### src/rtl/mul_div_unit.sv
// mul_div_unit: iterative signed WIDTHxWIDTH multiplier (radix-2 Booth) and
// WIDTH/WIDTH restoring divider sharing one accumulator/shift datapath.
// Results appear on z_hi/z_lo with a one-cycle done pulse.
module mul_div_unit #(
  parameter int WIDTH = 32
) (
  input  logic             clk,
  input  logic             clr,
  input  logic             start,
  input  logic             op,
  input  logic [WIDTH-1:0] a,
  input  logic [WIDTH-1:0] b,
  output logic [WIDTH-1:0] z_hi,
  output logic [WIDTH-1:0] z_lo,
  output logic             busy,
  output logic             done,
  output logic             div_by_zero
);

  typedef enum logic [2:0] {
    IDLE,
    MUL,
    DIV,
    FIX,
    DONE
  } state_t;

  localparam int CW = $clog2(WIDTH + 1);
  localparam logic [CW-1:0] LAST = CW'(WIDTH - 1);

  state_t state, state_next;

  // acc holds the Booth partial product (mul) or the partial remainder (div);
  // qreg holds the multiplier bits (mul) or the growing quotient (div).
  logic [WIDTH:0]   acc;
  logic [WIDTH:0]   mcand;
  logic [WIDTH-1:0] qreg;
  logic             q_1;
  logic [WIDTH-1:0] dvs;
  logic [CW-1:0]    cnt;
  logic             neg_q;
  logic             neg_r;

  logic             b_zero;
  logic             last_step;
  logic [WIDTH-1:0] abs_a;
  logic [WIDTH-1:0] abs_b;
  logic [WIDTH:0]   booth_sum;
  logic [WIDTH:0]   booth_acc;
  logic [WIDTH-1:0] booth_q;
  logic [WIDTH:0]   div_shift;
  logic [WIDTH:0]   div_diff;
  logic             div_ok;
  logic [WIDTH:0]   div_rem;
  logic [WIDTH-1:0] div_quo;
  logic [WIDTH-1:0] fix_quo;
  logic [WIDTH-1:0] fix_rem;

  // One Booth step, one restoring-division step and the final sign fix-up,
  // all computed combinationally from the current datapath registers.
  always_comb begin
    b_zero    = (b == '0);
    last_step = (cnt == LAST);
    abs_a     = a[WIDTH-1] ? (~a + 1'b1) : a;
    abs_b     = b[WIDTH-1] ? (~b + 1'b1) : b;

    booth_sum = acc;
    case ({qreg[0], q_1})
      2'b01:   booth_sum = acc + mcand;
      2'b10:   booth_sum = acc - mcand;
      default: booth_sum = acc;
    endcase
    booth_acc = {booth_sum[WIDTH], booth_sum[WIDTH:1]};
    booth_q   = {booth_sum[0], qreg[WIDTH-1:1]};

    div_shift = {acc[WIDTH-1:0], qreg[WIDTH-1]};
    div_diff  = div_shift - {1'b0, dvs};
    div_ok    = ~div_diff[WIDTH];
    div_rem   = div_ok ? div_diff : div_shift;
    div_quo   = {qreg[WIDTH-2:0], div_ok};

    fix_quo   = neg_q ? (~qreg + 1'b1) : qreg;
    fix_rem   = neg_r ? (~acc[WIDTH-1:0] + 1'b1) : acc[WIDTH-1:0];
  end

  // State register; clr aborts any operation in flight.
  always_ff @(posedge clk or posedge clr) begin
    if (clr) state <= IDLE;
    else     state <= state_next;
  end

  // Next-state decode plus the state-derived busy/done handshake.
  always_comb begin
    state_next = state;
    busy       = 1'b0;
    done       = 1'b0;
    case (state)
      IDLE: begin
        if (start) begin
          if (!op)        state_next = MUL;
          else if (b_zero) state_next = DONE;
          else            state_next = DIV;
        end
      end
      MUL: begin
        busy = 1'b1;
        if (last_step) state_next = DONE;
      end
      DIV: begin
        busy = 1'b1;
        if (last_step) state_next = FIX;
      end
      FIX: begin
        busy       = 1'b1;
        state_next = DONE;
      end
      DONE: begin
        done       = 1'b1;
        state_next = IDLE;
      end
      default: state_next = IDLE;
    endcase
  end

  // Datapath: latch operands on an accepted start, iterate, and write the
  // result registers only on the edge that enters DONE.
  always_ff @(posedge clk or posedge clr) begin
    if (clr) begin
      acc         <= '0;
      mcand       <= '0;
      qreg        <= '0;
      q_1         <= 1'b0;
      dvs         <= '0;
      cnt         <= '0;
      neg_q       <= 1'b0;
      neg_r       <= 1'b0;
      z_hi        <= '0;
      z_lo        <= '0;
      div_by_zero <= 1'b0;
    end else begin
      case (state)
        IDLE: begin
          if (start) begin
            div_by_zero <= 1'b0;
            cnt         <= '0;
            if (!op) begin
              acc   <= '0;
              mcand <= {a[WIDTH-1], a};
              qreg  <= b;
              q_1   <= 1'b0;
            end else if (b_zero) begin
              z_hi        <= a;
              z_lo        <= '1;
              div_by_zero <= 1'b1;
            end else begin
              acc   <= '0;
              qreg  <= abs_a;
              dvs   <= abs_b;
              neg_q <= a[WIDTH-1] ^ b[WIDTH-1];
              neg_r <= a[WIDTH-1];
            end
          end
        end
        MUL: begin
          acc <= booth_acc;
          qreg <= booth_q;
          q_1 <= qreg[0];
          cnt <= cnt + CW'(1);
          if (last_step) begin
            z_hi <= booth_acc[WIDTH-1:0];
            z_lo <= booth_q;
          end
        end
        DIV: begin
          acc  <= div_rem;
          qreg <= div_quo;
          cnt  <= cnt + CW'(1);
        end
        FIX: begin
          z_lo <= fix_quo;
          z_hi <= fix_rem;
        end
        default: begin
        end
      endcase
    end
  end

endmodule
### config.mk
export PLATFORM = sky130hd
export DESIGN_NAME = mul_div_unit
export DESIGN_NICKNAME = d
export VERILOG_FILES = /design/src/rtl/mul_div_unit.sv
export SDC_FILE = /design/constraint.sdc
export NUM_CORES = 1
export LEC_CHECK = 0
export ABC_AREA = 1
export CAP_MARGIN = 20
export CORE_ASPECT_RATIO = 1.5
export CORE_MARGIN = 4
export CORE_UTILIZATION = 46
export DETAILED_ROUTE_END_ITERATION = 8
export GPL_TIMING_DRIVEN = 1
export MAX_ROUTING_LAYER = met4
export PLACE_DENSITY = 0.68
export SLEW_MARGIN = 30
export SYNTH_ARGS = -nofsm -noshare
export SYNTH_HDL_FRONTEND = slang
export SYNTH_SLANG_ARGS = --single-unit
### constraint.sdc
create_clock -name clk -period 19.3 [get_ports clk]
set_clock_uncertainty 0.15 [all_clocks]
set_input_delay 3.86 -clock clk [delete_from_list [all_inputs] [get_ports clk]]
set_output_delay 3.86 -clock clk [all_outputs]
set_load 0.1 [all_outputs]
==> results by group <==
Logic synthesis
  – Syn Std Cell Area: approximately 19000 sq um
  – Post-Syn Instances: ~3.0k
  – Syn nets: approximately 3.2k
  – Synth top area share: a little over a quarter
  – Ys flop type: dfrtp_1
  – Number of synthesized flops with an enable pin: 0
  – Avg Cell Area, Syn: roughly 6.2 sq um
  – Flops & latches, synth: 206
  – Yosys Warn Count: 0
  – Unique masters post-synth: 52
  – Ys async rst share: 100%
  – Sequential fraction of the synthesis area: between 20% and 30%
  – Dominant cell type by area after synthesis: dfrtp_1
  – Ranking of synthesized cells by area: dfrtp_1 27%, nand2_1 15%, nor2_1 8.0%, inv_1 7.5%, nand3_1 7.3%

GRT
  – First-pass GRT wire length: about 130 mm
  – GRT met2 Usage: between 60% and 70%
  – Antenna violations before repair: 0
  – Vias in the first global route: roughly 21k
  – GRT Overall Usage: 37.5%
  – Met3 Track Usage GR: around 3.6%
  – Largest net degree at the start of global routing: about 130
  – Total grt overflow: 0
  – GRT Max-Usage Layer: met2
  – Met1 usage: a little over two fifths

Die
  – Die ar.: between 40000 and 50000 sq um
  – Die H: between 200 and 300 um
  – DIE WIDTH: approximately 170 um
  – Starting density of the core: 46.8%
  – Num rows: 90
  – Io pins: 135
  – Core area: 40300 sq um

Cells and area
  – Diodes inserted: 0
  – Layout cell share with drive strength beyond 1: under 10%
  – Final-stage net count: roughly 3.2k
  – Area Overhead vs Synth: 13.3%

Timing
  – Slew Limit Fails: 0
  – Final setup TNS: 0 ns
  – Final setup violation count: 0
  – Measured slew at the worst slew-check pin: roughly 1.0 ns
  – Final hold vios: 0
  – Final Cycle Share: 38.6%
  – Fmax: roughly 130 MHz
  – Fin crit period: 7.46 ns
  – Rel. slew slack: 31.4%
  – RSZ-0062 raised after global routing: false

Clock network
  – Clk sink count: 206
  – Root Buffer: clkbuf_16
  – PostCTS Resize Cnt: 0
  – CTS clk-pin slew, worst paths: around 0.070 ns
  – Post-CTS setup buffers: 0
  – Clock Latency Late Sink: approximately 0.56 ns
  – Clock Path Buffers: 3
  – H-tree depth: 1
  – Num CTS Buffers: 24
  – Hold bufs inserted after CTS: 0
  – CTS tree: done

Critical path
  – CP endpoint kind: flop
  – CP bufs+invs: 7
  – Crit path max fanout: 59
  – CP max stage delay: between 0.6 and 0.7 ns
  – Delay-heaviest family, CP: buffers and inverters
  – Startpoint Class: input pin
  – Slowest cell on the critical path: inv_2
  – CP cell instances: clkdlybuf4s50_1, inv_1, ha_1, inv_1, nor3_4, inv_2, nor2_4, nand2_2, o21ai_4, nand2_2, inv_2, buf_4, nand3_1, inv_1, a21oi_2
  – Most common cell on crit path: inv_1
  – Worst EP required: 19.59 ns
  – Crit path kind: input pin to flop
  – Critical Path AT: 7.75 ns

Job
  – Max Cap Viol: 0

Status
  – Status: finished clean

Routing
  – DRC viols: 0
  – Detailed Route Iter0 Violations: between 2k and 2.5k
  – Detailed Routing Iterations Pass 1: 6
  – Drt total wl: 83.8 mm
  – Post-route antenna net violation count: 0
  – Routed len/inst: 23.1 um
  – Total number of vias: ~22k
  – Vias per cell: roughly 6

Placed design
  – Gpl congestion: between 1 and 1.5
  – Post-DP HPWL: between 60 and 70 mm
  – Port Buf Inserts: ~130

Hold path
  – Path type of the worst min-delay path: flop to flop
## placed cells by master (no fill, tap or decap), types with 5 or more instances in the layout
| cell | netlist | routed |
|---|---|---|
| o21ai_0 | 236 | 236 |
| nand3_1 | 274 | 274 |
| a41oi_1 | 7 | 7 |
| clkdlybuf4s50_1 | 0 | 130 |
| nand4_1 | 35 | 35 |
| inv_1 | 379 | 377 |
| clkbuf_8 | 0 | 5 |
| nand3b_1 | 9 | 9 |
| a21oi_1 | 253 | 253 |
| a41oi_2 | 9 | 9 |
| o21bai_1 | 10 | 10 |
| xor2_1 | 67 | 67 |
| nor3_2 | 5 | 5 |
| inv_2 | 5 | 6 |
| a31oi_1 | 16 | 16 |
| nand2_1 | 745 | 744 |
| dfrtp_1 | 206 | 206 |
| xnor2_1 | 11 | 11 |
| ha_1 | 72 | 72 |
| o221ai_1 | 10 | 10 |
| buf_4 | 5 | 23 |
| o211ai_1 | 42 | 42 |
| nand2_2 | 4 | 5 |
| or2_2 | 8 | 8 |
| nor3_1 | 26 | 26 |
| a22oi_1 | 7 | 7 |
| clkbuf_16 | 0 | 25 |
| nor2_1 | 400 | 400 |
| nor4_1 | 10 | 10 |
| o22ai_1 | 22 | 22 |
| a211oi_1 | 8 | 8 |
## through the flow
step                worst slack (ns)  cells  utilization (%)  instance area [sq um]  hold slack [ns]
CTS                            11.97   3628             52.9                  21300            0.337
finish                         11.84   3628             53.0                  21300            0.338
floorplan                       9.67   3025                -                  18800            0.299
detailed placement             11.40   3584             50.8                  20500            0.322
global route                   11.66   3628             53.0                  21300            0.353
global placement               11.46   3584             50.8                  20500            0.313
## synthesized netlist by cell type, types with 26 or more instances
cell	instances
nand2_1	745
nor2_1	400
inv_1	379
nand3_1	274
a21oi_1	253
o21ai_0	236
dfrtp_1	206
ha_1	72
xor2_1	67
clkbuf_1	63
o211ai_1	42
nand4_1	35
nor3_1	26
## tightest hold or removal path, stage by stage, from the launching register on
cell and delay (ns):
dfrtp_1 0.34, nand2_1 0.05, o21ai_0 0.06
## registers in the layout (all words and copies together) (netlist names)
register / flops
acc: 33
dvs: 32
mcand: 32
qreg: 32
z_hi: 32
z_lo: 32
cnt: 6
state: 3
div_by_zero: 1
neg_q: 1
neg_r: 1
q_1: 1
## metal layers
metal	wire length, um	vias to the layer above
met3	5420	352
met4	8730	0
li1	-	10100
met1	30600	9982
met2	39100	1154
met5	0	-
## area by class of cell
cell class,instances,area [sq um]
sequential,206,5150
fill,4126,19000
tap,506,633
multi-input combinational,2325,11700
inverter,389,1480
clock inverter,12,175
timing repair buffer,158,1510
clock buffer,32,702
## path summary, 6_finish.rpt
path,start,cells after the start,slack [ns],endpoint
worst max-delay path,b[0],15,11.84,z_lo[13]$_DFFE_PP0P_
worst min-delay path,dvs[11]$_DFFE_PP0P_,2,0.34,dvs[11]$_DFFE_PP0P_
worst max register to register,qreg[0]$_DFFE_PP0P_,19,14.51,z_hi[11]$_DFFE_PP0P_
worst min register to register,dvs[11]$_DFFE_PP0P_,2,0.34,dvs[11]$_DFFE_PP0P_
max in group asynchronous,clr,3,14.07,mcand[8]$_DFFE_PP0P_
min in group asynchronous,clr,2,3.69,z_lo[5]$_DFFE_PP0P_
## cells by family (layout without fill, tap and decap cells)
logic type	count (synthesis)	in the layout	share of synthesized area, %
buffers and inverters	494	591	10.6
AND/OR/NAND/NOR	1530	1530	34.0
adder cells (fa/ha/maj)	74	74	4.99
flip-flops	206	206	27.4
multiplexers	2	2	0.119
AO/OA/AOI/OAI	641	641	19.3
XOR/XNOR	78	78	3.62
Power is left out: the tool's default activity adds up to more than one toggle a clock period on the data nets, which glitch-free logic cannot reach.
